`config.mk`:
```
export PLATFORM = sky130hd
export DESIGN_NAME = rv_ctl
export DESIGN_NICKNAME = d
export VERILOG_FILES = /design/src/rtl/rv_pkg.sv /design/src/rtl/rv_alu_dec.sv /design/src/rtl/rv_ctl.sv
export SDC_FILE = /design/constraint.sdc
export NUM_CORES = 1
export LEC_CHECK = 0
export BUFFER_PORTS_ARGS = -buffer_cell sky130_fd_sc_hd__clkbuf_2
export CORE_MARGIN = 2
export CORE_UTILIZATION = 43
export DETAILED_ROUTE_END_ITERATION = 16
export PLACE_DENSITY = 0.88
export SLEW_MARGIN = 10
export SYNTH_ARGS = -nofsm -noshare
export SYNTH_HDL_FRONTEND = slang
export SYNTH_SLANG_ARGS = --single-unit
```
`constraint.sdc`:
```
create_clock -name clk -period 2.2 [get_ports clk]
set_input_delay 0 -clock clk [delete_from_list [all_inputs] [get_ports clk]]
set_output_delay 0 -clock clk [all_outputs]
set_load 0.05 [all_outputs]
```
`src/rtl/rv_pkg.sv`:
```
// Shared encodings for the multicycle RV32I control path and the rv_dp datapath:
// FSM states, opcodes and every select/ALU code.
package rv_pkg;

    typedef enum logic [3:0] {
        S_FETCH    = 4'd0,
        S_DECODE   = 4'd1,
        S_EXEC_R   = 4'd2,
        S_EXEC_I   = 4'd3,
        S_ALU_WB   = 4'd4,
        S_MEM_ADDR = 4'd5,
        S_MEM_RD   = 4'd6,
        S_MEM_WB   = 4'd7,
        S_MEM_WR   = 4'd8,
        S_BRANCH   = 4'd9,
        S_JAL      = 4'd10,
        S_JALR     = 4'd11,
        S_JUMP     = 4'd12,
        S_ILLEGAL  = 4'd13
    } state_e;

    localparam logic [6:0] OP_R      = 7'b0110011;
    localparam logic [6:0] OP_I      = 7'b0010011;
    localparam logic [6:0] OP_LOAD   = 7'b0000011;
    localparam logic [6:0] OP_STORE  = 7'b0100011;
    localparam logic [6:0] OP_BRANCH = 7'b1100011;
    localparam logic [6:0] OP_JAL    = 7'b1101111;
    localparam logic [6:0] OP_JALR   = 7'b1100111;

    localparam logic PC_PLUS4 = 1'b0;
    localparam logic PC_ALU   = 1'b1;

    localparam logic [1:0] WB_MDR    = 2'd0;
    localparam logic [1:0] WB_ALUOUT = 2'd1;
    localparam logic [1:0] WB_PC     = 2'd2;

    localparam logic [1:0] IMM_J = 2'd0;
    localparam logic [1:0] IMM_B = 2'd1;
    localparam logic [1:0] IMM_S = 2'd2;
    localparam logic [1:0] IMM_L = 2'd3;

    localparam logic [1:0] ALUA_REG    = 2'd0;
    localparam logic [1:0] ALUA_PCC    = 2'd1;
    localparam logic [1:0] ALUA_ALUOUT = 2'd2;

    localparam logic [1:0] ALUB_REG   = 2'd0;
    localparam logic [1:0] ALUB_IMM   = 2'd1;
    localparam logic [1:0] ALUB_CONST = 2'd2;

    localparam logic [3:0] ALU_ADD  = 4'd0;
    localparam logic [3:0] ALU_SUB  = 4'd1;
    localparam logic [3:0] ALU_SLL  = 4'd2;
    localparam logic [3:0] ALU_SLT  = 4'd3;
    localparam logic [3:0] ALU_SLTU = 4'd4;
    localparam logic [3:0] ALU_XOR  = 4'd5;
    localparam logic [3:0] ALU_SRL  = 4'd6;
    localparam logic [3:0] ALU_SRA  = 4'd7;
    localparam logic [3:0] ALU_OR   = 4'd8;
    localparam logic [3:0] ALU_AND  = 4'd9;

endpackage

```
`src/rtl/rv_alu_dec.sv`:
```
// ALU operation decode from funct3/funct7[5]; SUB only exists for R-type,
// for immediates funct7[5] only distinguishes SRL from SRA.
module rv_alu_dec
    import rv_pkg::*;
(
    input  logic [2:0] funct3,
    input  logic       funct7_5,
    input  logic       is_rtype,
    output logic [3:0] alusel
);

    // funct3 to ALU operation
    always_comb begin
        alusel = ALU_ADD;
        case (funct3)
            3'b000:  alusel = (is_rtype && funct7_5) ? ALU_SUB : ALU_ADD;
            3'b001:  alusel = ALU_SLL;
            3'b010:  alusel = ALU_SLT;
            3'b011:  alusel = ALU_SLTU;
            3'b100:  alusel = ALU_XOR;
            3'b101:  alusel = funct7_5 ? ALU_SRA : ALU_SRL;
            3'b110:  alusel = ALU_OR;
            3'b111:  alusel = ALU_AND;
            default: alusel = ALU_ADD;
        endcase
    end

endmodule

```
`src/rtl/rv_ctl.sv`:
```
// Multicycle control FSM for rv_dp: one state per cycle, outputs decoded from
// state, instr and zero; unsupported encodings park the machine in ILLEGAL.
module rv_ctl
    import rv_pkg::*;
#(
    parameter int DPWIDTH = 32
) (
    input  logic               clk,
    input  logic               rst,
    input  logic [DPWIDTH-1:0] instr,
    input  logic               zero,
    output logic               pcsourse,
    output logic               pcwrite,
    output logic               pccen,
    output logic               irwrite,
    output logic               regwen,
    output logic               mdrwrite,
    output logic               dmem_wen,
    output logic [1:0]         wbsel,
    output logic [1:0]         immsel,
    output logic [1:0]         asel,
    output logic [1:0]         bsel,
    output logic [3:0]         alusel,
    output logic               retire,
    output logic               illegal
);

    state_e     state_q, state_d;
    logic       illegal_q, illegal_d;
    logic [6:0] opcode;
    logic [2:0] funct3;
    logic       funct7_5;
    logic [3:0] alu_dec_op;
    logic       unused_instr;

    assign opcode       = instr[6:0];
    assign funct3       = instr[14:12];
    assign funct7_5     = instr[30];
    assign unused_instr = ^{instr[DPWIDTH-1:31], instr[29:15], instr[11:7]};
    assign illegal      = illegal_q;

    rv_alu_dec u_alu_dec (
        .funct3   (funct3),
        .funct7_5 (funct7_5),
        .is_rtype (opcode == OP_R),
        .alusel   (alu_dec_op)
    );

    // State and sticky illegal flag
    always_ff @(posedge clk or posedge rst) begin
        if (rst) begin
            state_q   <= S_FETCH;
            illegal_q <= 1'b0;
        end else begin
            state_q   <= state_d;
            illegal_q <= illegal_d;
        end
    end

    // Next state and datapath controls; everything stays low while in reset
    always_comb begin
        state_d  = state_q;
        pcsourse = PC_PLUS4;
        pcwrite  = 1'b0;
        pccen    = 1'b0;
        irwrite  = 1'b0;
        regwen   = 1'b0;
        mdrwrite = 1'b0;
        dmem_wen = 1'b0;
        wbsel    = WB_MDR;
        immsel   = IMM_J;
        asel     = ALUA_REG;
        bsel     = ALUB_REG;
        alusel   = ALU_ADD;
        retire   = 1'b0;
        if (rst) begin
            state_d = S_FETCH;
        end else begin
            case (state_q)
                S_FETCH: begin
                    irwrite = 1'b1;
                    pccen   = 1'b1;
                    pcwrite = 1'b1;
                    state_d = S_DECODE;
                end
                S_DECODE: begin
                    // branch target is computed here speculatively and held in aluout
                    asel   = ALUA_PCC;
                    bsel   = ALUB_IMM;
                    immsel = IMM_B;
                    case (opcode)
                        OP_R:      state_d = S_EXEC_R;
                        OP_I:      state_d = (funct3 == 3'b101 && funct7_5) ? S_ILLEGAL : S_EXEC_I;
                        OP_LOAD:   state_d = (funct3 == 3'b010) ? S_MEM_ADDR : S_ILLEGAL;
                        OP_STORE:  state_d = (funct3 == 3'b010) ? S_MEM_ADDR : S_ILLEGAL;
                        OP_BRANCH: state_d = (funct3[2:1] == 2'b00) ? S_BRANCH : S_ILLEGAL;
                        OP_JAL:    state_d = S_JAL;
                        OP_JALR:   state_d = (funct3 == 3'b000) ? S_JALR : S_ILLEGAL;
                        default:   state_d = S_ILLEGAL;
                    endcase
                end
                S_EXEC_R: begin
                    alusel  = alu_dec_op;
                    state_d = S_ALU_WB;
                end
                S_EXEC_I: begin
                    bsel    = ALUB_IMM;
                    immsel  = IMM_L;
                    alusel  = alu_dec_op;
                    state_d = S_ALU_WB;
                end
                S_ALU_WB: begin
                    wbsel   = WB_ALUOUT;
                    regwen  = 1'b1;
                    retire  = 1'b1;
                    state_d = S_FETCH;
                end
                S_MEM_ADDR: begin
                    bsel    = ALUB_IMM;
                    immsel  = (opcode == OP_STORE) ? IMM_S : IMM_L;
                    state_d = (opcode == OP_STORE) ? S_MEM_WR : S_MEM_RD;
                end
                S_MEM_RD: begin
                    mdrwrite = 1'b1;
                    state_d  = S_MEM_WB;
                end
                S_MEM_WB: begin
                    wbsel   = WB_MDR;
                    regwen  = 1'b1;
                    retire  = 1'b1;
                    state_d = S_FETCH;
                end
                S_MEM_WR: begin
                    dmem_wen = 1'b1;
                    retire   = 1'b1;
                    state_d  = S_FETCH;
                end
                S_BRANCH: begin
                    alusel = ALU_SUB;
                    retire = 1'b1;
                    if ((funct3 == 3'b000 && zero) || (funct3 == 3'b001 && !zero)) begin
                        pcwrite  = 1'b1;
                        pcsourse = PC_ALU;
                    end else begin
                        pcwrite  = 1'b0;
                        pcsourse = PC_PLUS4;
                    end
                    state_d = S_FETCH;
                end
                S_JAL: begin
                    asel    = ALUA_PCC;
                    bsel    = ALUB_IMM;
                    immsel  = IMM_J;
                    wbsel   = WB_PC;
                    regwen  = 1'b1;
                    state_d = S_JUMP;
                end
                S_JALR: begin
                    bsel    = ALUB_IMM;
                    immsel  = IMM_L;
                    wbsel   = WB_PC;
                    regwen  = 1'b1;
                    state_d = S_JUMP;
                end
                S_JUMP: begin
                    pcwrite  = 1'b1;
                    pcsourse = PC_ALU;
                    retire   = 1'b1;
                    state_d  = S_FETCH;
                end
                S_ILLEGAL: begin
                    state_d = S_ILLEGAL;
                end
                default: begin
                    state_d = S_ILLEGAL;
                end
            endcase
        end
        illegal_d = illegal_q | (state_d == S_ILLEGAL);
    end

endmodule

```
==> Word-level counts from Yosys, hierarchy flattened <==
Cells that the tools add are included.
{ "totals": {"ff_bits": 5, "input_bits": 35, "out_inout_bits": 21, "word_cells": 85} }
{ "op_classes": {"n_eq_ne": 27, "mux": 37, "n_bitwise": 1, "reduce_logical": 18} }
{ "op_table": {"columns": ["operator", "count"], "rows": [
  ["$pmux W4 S8", 1],
  ["$pmux W4 S7", 1],
  ["$eq A4 B4 Y1 const B", 6],
  ["$pmux W4 S6", 1],
  ["$eq A7 B7 Y1 const B", 3],
  ["$mux W1", 20],
  ["$mux W4", 5],
  ["$eq A4 B3 Y1 const B", 4],
  ["$eq A7 B6 Y1 const B", 2],
  ["$eq A3 B3 Y1 const B", 4],
  ["$reduce_or A2 Y1", 6],
  ["$reduce_or A5 Y1", 2],
  ["$eq A4 B2 Y1 const B", 2],
  ["$pmux W4 S2", 1],
  ["$eq A7 B2 Y1 const B", 1],
  ["$eq A7 B5 Y1 const B", 1],
  ["$eq A3 B2 Y1 const B", 2],
  ["$mux W3", 2],
  ["$pmux W2 S3", 1],
  ["$eq A4 B1 Y1 const B", 1],
  ["$logic_and A1 B1 Y1", 4],
  ["$logic_not A4 Y1", 1],
  ["$mux W2", 2],
  ["$pmux W1 S2", 2],
  ["8 further kinds", 8]
]} }

==> Logic depth before layout (Yosys ltp) <==
Gate-level depths: netlist (run 1).
{ "logic_depth": {"word_depth": 8, "depth_mapped": 6, "ltp_nobuf": 5} }

==> Modules after synthesis <==
A second synthesis (run 1) with hierarchy kept.
{ "unflattened": {"hier_cells": 115, "area_unflattened_um2": 800.8} }
{ "modules_own_cells": {"columns": ["mod", "n_inst", "cells_per_inst", "area_per_inst_um2", "seq_area_each_um2"], "rows": [
  ["rv_ctl", 1, 105, 734.5, 125.1],
  ["rv_alu_dec", 1, 10, 66.3, 0.0]
]} }

==> Worst setup path after synthesis (run 1) <==
No wires, ideal clock.
{ "synth_timing": {"path_type": "reg2out", "start": "register state_q[3]", "end": "output port bsel[0]", "t_arrival_ns": 3.183, "required_time_ns": 2.200, "setup_slack_ns": -0.983, "path_stages_with_launch": 4, "n_path_buf": 1, "cell_sequence": "dfrtp_1 > buf_2 > nor2b_1 > a2111oi_0"} }
{ "synth_via": {"elab_chain_len": 4, "elab_cells_between_ends": 8, "cone_classes": "eq/ne (5); mux (2); reduce/logical (1)"} }
{ "synth_lines": {"columns": ["item", "line_no", "text"], "rows": [
  ["from (decl)", "rv_ctl.sv:28", "state_e state_q, state_d;"],
  ["from (signal assigned)", "rv_ctl.sv:55", "state_q <= state_d;"],
  ["$eq A4 B1 Y1, or another cell as far along", "rv_ctl.sv:79", "case (state_q)"],
  ["$reduce_or A5 Y1 (no line) (*)", null, null],
  ["$mux W1 (*)", "rv_ctl.sv:79", null],
  ["$mux W1 (*)", "rv_ctl.sv:76", "if (rst) begin"],
  ["to (decl)", "rv_ctl.sv:22", "output logic [1:0] bsel,"]
]} }
Every way passes the cells marked *; elsewhere a longest branch is shown, timed or not.

==> Worst setup path after layout (run 1) <==
{ "layout_timing": {"start": "register state_q[2]", "end": "output port alusel[0]"} }
{ "layout_via": {"elab_chain_len": 4, "elab_cells_between_ends": 6, "cone_classes": "eq/ne (3); mux (2); reduce/logical (1)"} }
{ "layout_lines": {"columns": ["item", "line_no", "text"], "rows": [
  ["$eq A4 B2 Y1", "rv_ctl.sv:79", null],
  ["$reduce_or A2 Y1 (no line)", null, null],
  ["$pmux W4 S2 (*)", "rv_ctl.sv:79", null],
  ["$mux W4 (*)", "rv_ctl.sv:76", null],
  ["to (decl)", "rv_ctl.sv:23", "output logic [3:0] alusel,"]
]} }
Marks and branches as above.

==> impl_results.md, run 1 <==
* Status: finished, final reports clean
* Largest area contributor in the netlist: dfrtp_1
* Post-synthesis sequential area ratio at 15.9%
* Antenna diodes at 0
* Row count at 15
* Skew-Pair Late Insertion Delay at 0.25 ns
* Drt pass-1 iters at 4
* Area of the multi-input gates at 603 µm²
* Hold-fix buffers, CTS at 1
* Vias per inst at 5.78
* Root Buffer: clkbuf_4
* FF+latch area at 125 µm²
* DR WL/cell at 13.2 µm
* Worst path max stage delay at 0.53 ns
* CP endpoint kind: primary output
* Largest net degree at the start of global routing at 14
* Layout Cells excl Fill at 172
* Fin. Hold Viols at 0
* Post-DP HPWL at 1750 µm
* Async SR Flop Fraction at 100%
* Die Wd at 46.7 µm
* P&R area growth vs syn at 26.2%
* YS warnings at 0
* R2R Path Start: state_q[2]
* Final setup vio count at 0
* Final core utilization at 57.3%
* Number of global-route vias before repair at 843
* Vias after detailed routing at 995
* Cells after DPL at 167
* Placer congestion estimate at 0.845
* Worst Path Max Fanout at 13
* WS Path Type: register to primary output
* Synthesized cell area at 785 µm²
* Share of the synthesized area in the top cell type at 15.9%
* CP delay by family, top: compound AO/OA/AOI/OAI gates
* Initial antenna violation count at 0
* Cells after Synth at 117
* Worst path slowest cell: dfrtp_1
* Post-synth EDFFs at 0
* Post-synthesis register bit count at 5
* Post-cts gate resize count at 0
* Num ports at 56
* Die height at 46.7 µm
* CP arrival at 2.00 ns
* Hold path start: instr[3]
* Post-DRT Antenna Nets at 0
* Tmin final at 2.00 ns
* Post-route setup TNS at 0 ns
* Max Freq at 0.501 GHz
* IO Port Bufs at 32
* Hold Path Depth at 4
* Clk_skew at 0.00836 ns
* Top cells by area, synth: dfrtp_1 16%, nor2_1 10%, nand2_1 5.7%
* Reg2reg path depth at 5
* Tcrit/Tclk final at 90.7%
* Initial core utilization at 45.4%
* Setup repair bufs after CTS at 0
* Max-slew violation count at 0
* Worst-path cell chain: nor2_1, o211ai_1, a221o_1, a21oi_1, clkbuf_2
* Filler cells at 198
* Clock tree from TritonCTS: done
* Wire length of the first global-routing pass at 3440 µm
* Worst Hold End: state_q[0]
* Layout Nets at 183
* Worst Hold Class: primary input to register
* Largest buffer count on any clock path at 2
* Clock buffer count from CTS at 3
* # H-tree levels at 1
* RSZ-0062 raised after global routing: no
* Hold Slack at 0.129 ns
* DRC viols at 0
* Share of cells above drive strength 1 at 33.3%
* DRT iter0 DRCs at 45
* Core footprint at 1730 µm²
* Yosys cell types at 39
* Total gr overflow at 0
* Slack of the worst reg-to-reg path at 0.30 ns
* CTS Sinks at 5
* Final wirelength at 2270 µm
* Dominant synthesized flop cell: dfrtp_1
* Worst IR Drop VDD at 0.497 mV
* Reg clk slew, reported paths at 0.04 ns
* WP buf/inv at 1
* Die area at 2180 µm²
* GRT Total Usage at 21.6%
* PD cells at 1070 nW/µm²
* R2r endpoint: illegal
* Leakage at 0.000455 µW
* # Max-Cap Violations at 0
* Data required, critical path at 2.20 ns
* Syn avg cell area at 6.71 µm²
* Critical Path Start Type: register
* Power, Total at 1060 µW
==> per-layer routing <==
| metal | part of all wire, % | GRT usage (%) | routed length [µm] | vias up |
|---|---|---|---|---|
| li1 | - | - | - | 480 |
| met1 | 42 | 26.1 | 954 | 455 |
| met2 | 50 | 40.6 | 1140 | 54 |
| met3 | 6.3 | 3.53 | 142 | 6 |
| met4 | 1.4 | 3.33 | 31 | 0 |
| met5 | 0 | 0 | 0 | - |
==> stage by stage <==
step / worst slack, ns / area [µm²]
2_1_floorplan: 0.0935 / 806
3_3_place_gp: 0.451 / 953
3_5_place_dp: 0.343 / 953
4_1_cts: 0.208 / 990
5_1_grt: 0.104 / 990
6_report: 0.205 / 990
==> layout by cell type (no fill, tap or decap), types with 2 or more instances in the layout <==
cell / count
clkbuf_4: 3
a221oi_1: 3
a21oi_1: 5
mux2_2: 2
conb_1: 2
nor2_1: 21
nand2_1: 12
nand3_1: 3
a31oi_1: 2
a22oi_1: 2
buf_4: 2
clkbuf_2: 32
and4bb_2: 2
or2_2: 2
nor2b_1: 4
and3_1: 2
dfrtp_1: 5
inv_1: 5
nand2b_1: 4
nor3_1: 7
mux2i_1: 2
o21ai_0: 5
==> kinds of logic (layout without fill, tap and decap cells) <==
logic type / after synthesis / count (layout) / synth area share [%]
compound gates: 27 / 27 / 25.2
other cells: 1 / 2 / 0.478
xor+xnor: 1 / 1 / 1.12
mux: 4 / 4 / 5.42
buf+inv: 15 / 44 / 9.89
simple gates: 64 / 64 / 41.9
flops: 5 / 5 / 15.9
==> cell type report <==
cell class,count,share of cell area [%]
Multi-Input combinational cell,98,60.9
Clock buffer,4,2.65
Sequential cell,5,12.6
Inverter,5,1.90
Tap cell,25,3.16
Timing Repair Buffer,35,18.7
==> registers in the layout, summed over array words and instances, names as in the netlist <==
signal   flops
state_q      4
illegal      1
==> worst reg2reg max path: stages, from the launching register on <==
cell and delay [ns]:
dfrtp_1 0.53, nor2_1 0.34, nand2_1 0.14, a221oi_1 0.30, a311oi_1 0.14, o41ai_2 0.34
==> cell usage after synthesis (2+ instances only) <==
cell type  instances
mux2_2             2
and4bb_2           2
clkbuf_1           3
a22oi_1            2
nand3_1            3
nor2_1            21
dfrtp_1            5
a221oi_1           3
nand2b_1           4
and3_1             2
buf_2              2
nor2b_1            4
nand2_1           12
inv_1              5
o21ai_0            5
mux2i_1            2
buf_4              5
a31oi_1            2
nor3_1             8
or2_2              2
a21oi_1            5
==> where the power goes <==
part	switching, µW	internal [µW]
sequential	79.1	117
combinational	531	223
clock	42.3	68.8
total	653	408
==> worst max-delay path by stage <==
stage                          start  slack (ns)  cells past startpoint         to
after floorplan           state_q[0]        0.09                      2   mdrwrite
after global placement    state_q[2]        0.45                      5    illegal
after detailed placement  state_q[2]        0.34                      5    illegal
after CTS                 state_q[2]        0.21                      5  alusel[0]
after global routing      state_q[2]        0.10                      5  alusel[0]
final                     state_q[2]        0.20                      5  alusel[0]
Note: power is estimated with default switching activity, not from simulation.
==> inputs of run 2 (changes only) <==
--- a/config.mk
+++ b/config.mk
@@ -10,6 +10,7 @@
 export CORE_UTILIZATION = 43
 export DETAILED_ROUTE_END_ITERATION = 16
 export PLACE_DENSITY = 0.88
+export REMOVE_ABC_BUFFERS = 1
 export SLEW_MARGIN = 10
 export SYNTH_ARGS = -nofsm -noshare
 export SYNTH_HDL_FRONTEND = slang
==> run 2 against run 1 <==
  * Worst hold slack got worse by 0.014 ns
  * Die area unchanged
  * Cell count unchanged
  * Highest routed layer unchanged
  * Sequential share of layout area increased by 0.23 points
  * Clock skew decreased by 0.0051 ns
  * Cell area decreased by 1.8%
  * Register-to-register slack improved by 0.10 ns
  * Non-clock buffer count unchanged
  * Fmax increased by 2.2%
==> impl_results.md, run 2 (synthesis gave the netlist of run 1 again) <==
* Layout Nets at 183
* # H-tree levels at 1
* Final wirelength at 2060 µm
* Most frequent cells in the layout: 32 x clkbuf_2, 21 x nor2_1, 12 x nand2_1, 8 x nor3_1
* Routed met3 length at 146 µm
* P_int at 400 µW
* Most common cell after layout, fill and taps aside: clkbuf_2
* R2r endpoint: illegal
* Vias per inst at 5.59
* Max FFs per register at 4
* Clock tree from TritonCTS: done
* Worst IR Drop VDD at 0.456 mV
* Antenna diodes at 0
* DR WL/cell at 12.0 µm
* CP endpoint kind: primary output
* Clock buffer count from CTS at 3
* Fin. Hold Viols at 0
* Final core utilization at 56.3%
* Final setup vio count at 0
* Leakage at 0.000450 µW
* Status: finished, final reports clean
* DRC viols at 0
* Setup repair bufs after CTS at 0
* Core footprint at 1730 µm²
* Worst-path cell chain: nor2_1, o211ai_1, a221o_1, a21oi_1, clkbuf_2
* Power share of the clock group at 10.5%
* Largest net degree at the start of global routing at 14
* Clk_skew at 0.00321 ns
* Wire length of the first global-routing pass at 3150 µm
* Die height at 46.7 µm
* Placer congestion estimate at 0.852
* Post-DP HPWL at 1590 µm
* Total gr overflow at 0
* Hold Slack at 0.115 ns
* Max-slew violation count at 0
* Worst Hold Class: primary input to register
* Drt pass-1 iters at 4
* Switching part of the total at 61.1%
* Data required, critical path at 2.20 ns
* Initial antenna violation count at 0
* Post-route setup TNS at 0 ns
* Slack of the worst reg-to-reg path at 0.40 ns
* Post-DRT Antenna Nets at 0
* Wire length on met2 at 961 µm
* Worst path max stage delay at 0.51 ns
* Reg clk slew, reported paths at 0.05 ns
* IO Port Bufs at 32
* Vias after detailed routing at 962
* Skew-Pair Late Insertion Delay at 0.24 ns
* Critical Path Start Type: register
* Share of cells above drive strength 1 at 31.3%
* CTS Sinks at 5
* Critical Path End: alusel[0]
* Sequential power share at 18.9%
* Max Freq at 0.512 GHz
* Net load switching power at 628 µW
* # Max-Cap Violations at 0
* WP buf/inv at 1
* Num ports at 56
* Hold-fix buffers, CTS at 1
* PD cells at 1060 nW/µm²
* Tmin final at 1.95 ns
* Worst path slowest cell: dfrtp_1
* GRT Total Usage at 19.6%
* RSZ-0062 raised after global routing: no
* Root Buffer: clkbuf_4
* CP arrival at 1.95 ns
* Worst Path Max Fanout at 13
* Combinational group share of total power at 70.6%
* Hold Path Depth at 4
* Largest buffer count on any clock path at 2
* Post-cts gate resize count at 0
* Sum of routed wire segments on met1 at 910 µm
* R2R Path Start: state_q[2]
* Worst Setup SP: state_q[2]
* P&R area growth vs syn at 23.9%
* DRT iter0 DRCs at 18
* Filler cells at 177
* Initial core utilization at 45.4%
* Top reg by flops: state_q
* WS Path Type: register to primary output
* CP delay by family, top: compound AO/OA/AOI/OAI gates
* Reg2reg path depth at 5
* Number of global-route vias before repair at 765
* Die Wd at 46.7 µm
* Levels on crit path at 5
* Row count at 15
* Die area at 2180 µm²
* Highest Signal Layer: met4
* Tcrit/Tclk final at 88.7%
-- run 2: layout make-up --
class                      count  area [µm²]  area share (%)
multi-input combinational     98         586            60.2
timing repair buffer          35         185            19.0
sequential                     5         125            12.9
clock buffer                   4        26.3            2.70
tap                           25        31.3            3.22
inverter                       5        18.8            1.93
-- run 2: routing by layer --
metal	track usage [%]	up-vias
met5	0	-
met4	6.67	0
met3	2.35	4
met2	33.9	51
met1	25.2	428
li1	-	479
-- run 2: stage by stage --
stage | cell area (µm²) | worst slack, ns | power, µW | instances
after floorplan | 729 | -1.19 | 728 | 108
after global placement | 936 | 0.489 | 897 | 167
after CTS | 972 | 0.248 | 1030 | 172
final | 972 | 0.249 | 1030 | 172
after detailed placement | 936 | 0.453 | 915 | 167
after global routing | 972 | 0.125 | 1110 | 172
-- run 2: worst min path at each step --
stage / to / slack (ns) / start
finish: state_q[0] / 0.11 / instr[3]
floorplan: illegal / -0.19 / rst
detailed placement: state_q[2] / 0.12 / rst
global placement: state_q[3] / 0.10 / rst
global route: state_q[0] / 0.13 / instr[3]
CTS: state_q[0] / 0.11 / instr[3]
-- run 2: worst min-delay path, cell delays in order --
cell and delay [ns]:
clkbuf_2 0.10, nand2_1 0.07, a31oi_1 0.11, inv_1 0.05
-- run 2: power by group through the flow --
stage / sequential, µW / combinational [µW] / clock, µW
after floorplan: 179 / 550 / 0
after global placement: 193 / 705 / 0
after detailed placement: 195 / 720 / 0
after CTS: 194 / 724 / 109
after global routing: 204 / 785 / 116
final: 194 / 725 / 108
==> inputs of run 3 (changes only) <==
==> constraint.sdc (replaced) <==
create_clock -name clk -period 2.2 [get_ports clk]
set_input_delay 0.44 -clock clk [delete_from_list [all_inputs] [get_ports clk]]
set_output_delay 0.44 -clock clk [all_outputs]
set_load 0.05 [all_outputs]
==> run 3 against run 2 <==
  * First-iteration DRC count up 100%
  * Utilization grew 9.0 points
  * Via count increased by 8.0%
  * Clock power hardly changed
  * Setup slack worse by 0.20 ns
  * Cell count rose by 7.0%
  * Register-to-register slack worse by 0.07 ns
  * Critical path type is now primary input to primary output
  * Highest routed layer unchanged
==> impl_results.md, run 3 (synthesis gave the netlist of run 1 again) <==
* CP arrival at 1.71 ns
* Drt pass-1 iters at 4
* RSZ-0062 raised after global routing: yes
* Wire length of the first global-routing pass at 3830 µm
* Root Buffer: clkbuf_4
* Met3 Resource Use GR at 2.75%
* Layout Nets at 195
* Power, Total at 1140 µW
* Worst path max stage delay at 0.33 ns
* Clock tree from TritonCTS: done
* Die area at 2180 µm²
* WP buf/inv at 2
* Die height at 46.7 µm
* WS Path Type: primary input to primary output
* Vias after detailed routing at 1,039
* Initial core utilization at 45.4%
* # H-tree levels at 1
* PD cells at 1010 nW/µm²
* P&R area growth vs syn at 43.7%
* Worst-path cell chain: buf_6, and4bb_2, and2_4, nand3_2, a221o_1, a21oi_2, buf_8
* Reg clk slew, reported paths at 0.05 ns
* DR WL/cell at 13.2 µm
* Final setup vio count at 0
* M2 GR Usage at 45.3%
* GRT Total Usage at 23.9%
* Max Freq at 0.466 GHz
* Filler cells at 164
* Final core utilization at 65.3%
* Top reg by flops: state_q
* Most frequent cells in the layout: 24 x clkbuf_2, 20 x nor2_1, 17 x buf_4, 12 x nand2_1, 7 x nor3_1
* Met1 usage at 27.9%
* CP delay by family, top: simple AND/OR/NAND/NOR gates
* Placer congestion estimate at 0.936
* FF+latch area at 128 µm²
* Post-DP HPWL at 1890 µm
* Num ports at 56
* Worst IR Drop VDD at 0.490 mV
* GR peak layer: met2
* DRC viols at 0
* Worst Hold Class: primary input to async pin
* Number of global-route vias before repair at 925
* Antenna diodes at 0
* Max FFs per register at 4
* IO Port Bufs at 32
* Clk_skew at 0.00177 ns
* Final wirelength at 2430 µm
* DRT iter0 DRCs at 36
* CTS Sinks at 5
* Status: finished, final reports clean
* Clock buffer count from CTS at 3
* Fin. Hold Viols at 0
* Die Wd at 46.7 µm
* Row count at 15
* Share of cells above drive strength 1 at 42.8%
* Tcrit/Tclk final at 97.6%
* Skew-Pair Late Insertion Delay at 0.24 ns
* Vias per inst at 5.65
* Worst Path Max Fanout at 2
* Largest buffer count on any clock path at 2
* Worst path slowest cell: a221o_1
* Total gr overflow at 0
* Core footprint at 1730 µm²
* Critical Path Start Type: primary input
* Largest net degree at the start of global routing at 14
* CP endpoint kind: primary output
* Area of the multi-input gates at 617 µm²
* # Max-Cap Violations at 0
* Max-slew violation count at 0
* Leakage at 0.000525 µW
* Data required, critical path at 1.76 ns
* Post-DRT Antenna Nets at 0
* Most common cell after layout, fill and taps aside: clkbuf_2
* Tmin final at 2.15 ns
* Initial antenna violation count at 0
run 3: changes by cell type in the layout (fill, tap and decap cells not counted), sizes merged:
cell         change
clkbuf           -8
buf             +21
dlygate4sd3      -1
run 3: metal layers:
layer  vias up  routed length [µm]
met1       475                 948
li1        504                   -
met5         -                   0
met2        55                1310
met3         5                 159
met4         0                  18
run 3: timing repair:
action,in CTS,in global routing
hold buffers,0,0
hold endpoints to repair,0,0
setup endpoints to repair,6,10
gates resized for setup,9,16
setup buffers,0,1
pin swaps,0,3
run 3: final timing paths:
path | cells past startpoint | slack, ns | start | to
min in group clk | 2 | 0.47 | illegal | illegal
min | 3 | 0.29 | rst | state_q[2]
min reg2reg | 2 | 0.47 | illegal | illegal
max reg2reg | 7 | 0.33 | state_q[0] | illegal
max | 7 | 0.05 | instr[3] | alusel[0]
max in group asynchronous | 3 | 1.77 | rst | state_q[1]
run 3: worst register-to-register path: cells and delay by family (launching register included):
kind                   cells  cell delay [ns]
AO/OA/AOI/OAI              3             0.68
buffers and inverters      2             0.37
flip-flops                 1             0.42
AND/OR/NAND/NOR            2             0.30
run 3: report_power, final:
group          internal, µW  switching, µW
registers               119           51.6
clock network          68.5           36.9
logic                   295            568
run 3: layout make-up:
| type | instances | share of cell area (%) |
|---|---|---|
| Multi-Input combinational cell | 98 | 54.7 |
| Timing Repair Buffer | 47 | 27.2 |
| Sequential cell | 5 | 11.3 |
| Tap cell | 25 | 2.77 |
| Clock buffer | 4 | 2.33 |
| Inverter | 5 | 1.66 |
run 3: stage by stage:
stage / hold slack, ns / cell area [µm²] / std cells / TNS, ns / setup slack, ns
floorplan: 0.251 / 729 / 108 / -6.78 / -1.63
global placement: 0.451 / 1030 / 179 / -0.0478 / -0.0478
CTS: 0.282 / 1080 / 183 / 0 / 0.0229
global route: 0.313 / 1130 / 184 / -0.0258 / -0.0258
finish: 0.289 / 1130 / 184 / 0 / 0.0536
detailed placement: 0.450 / 1030 / 179 / -0.0975 / -0.0975
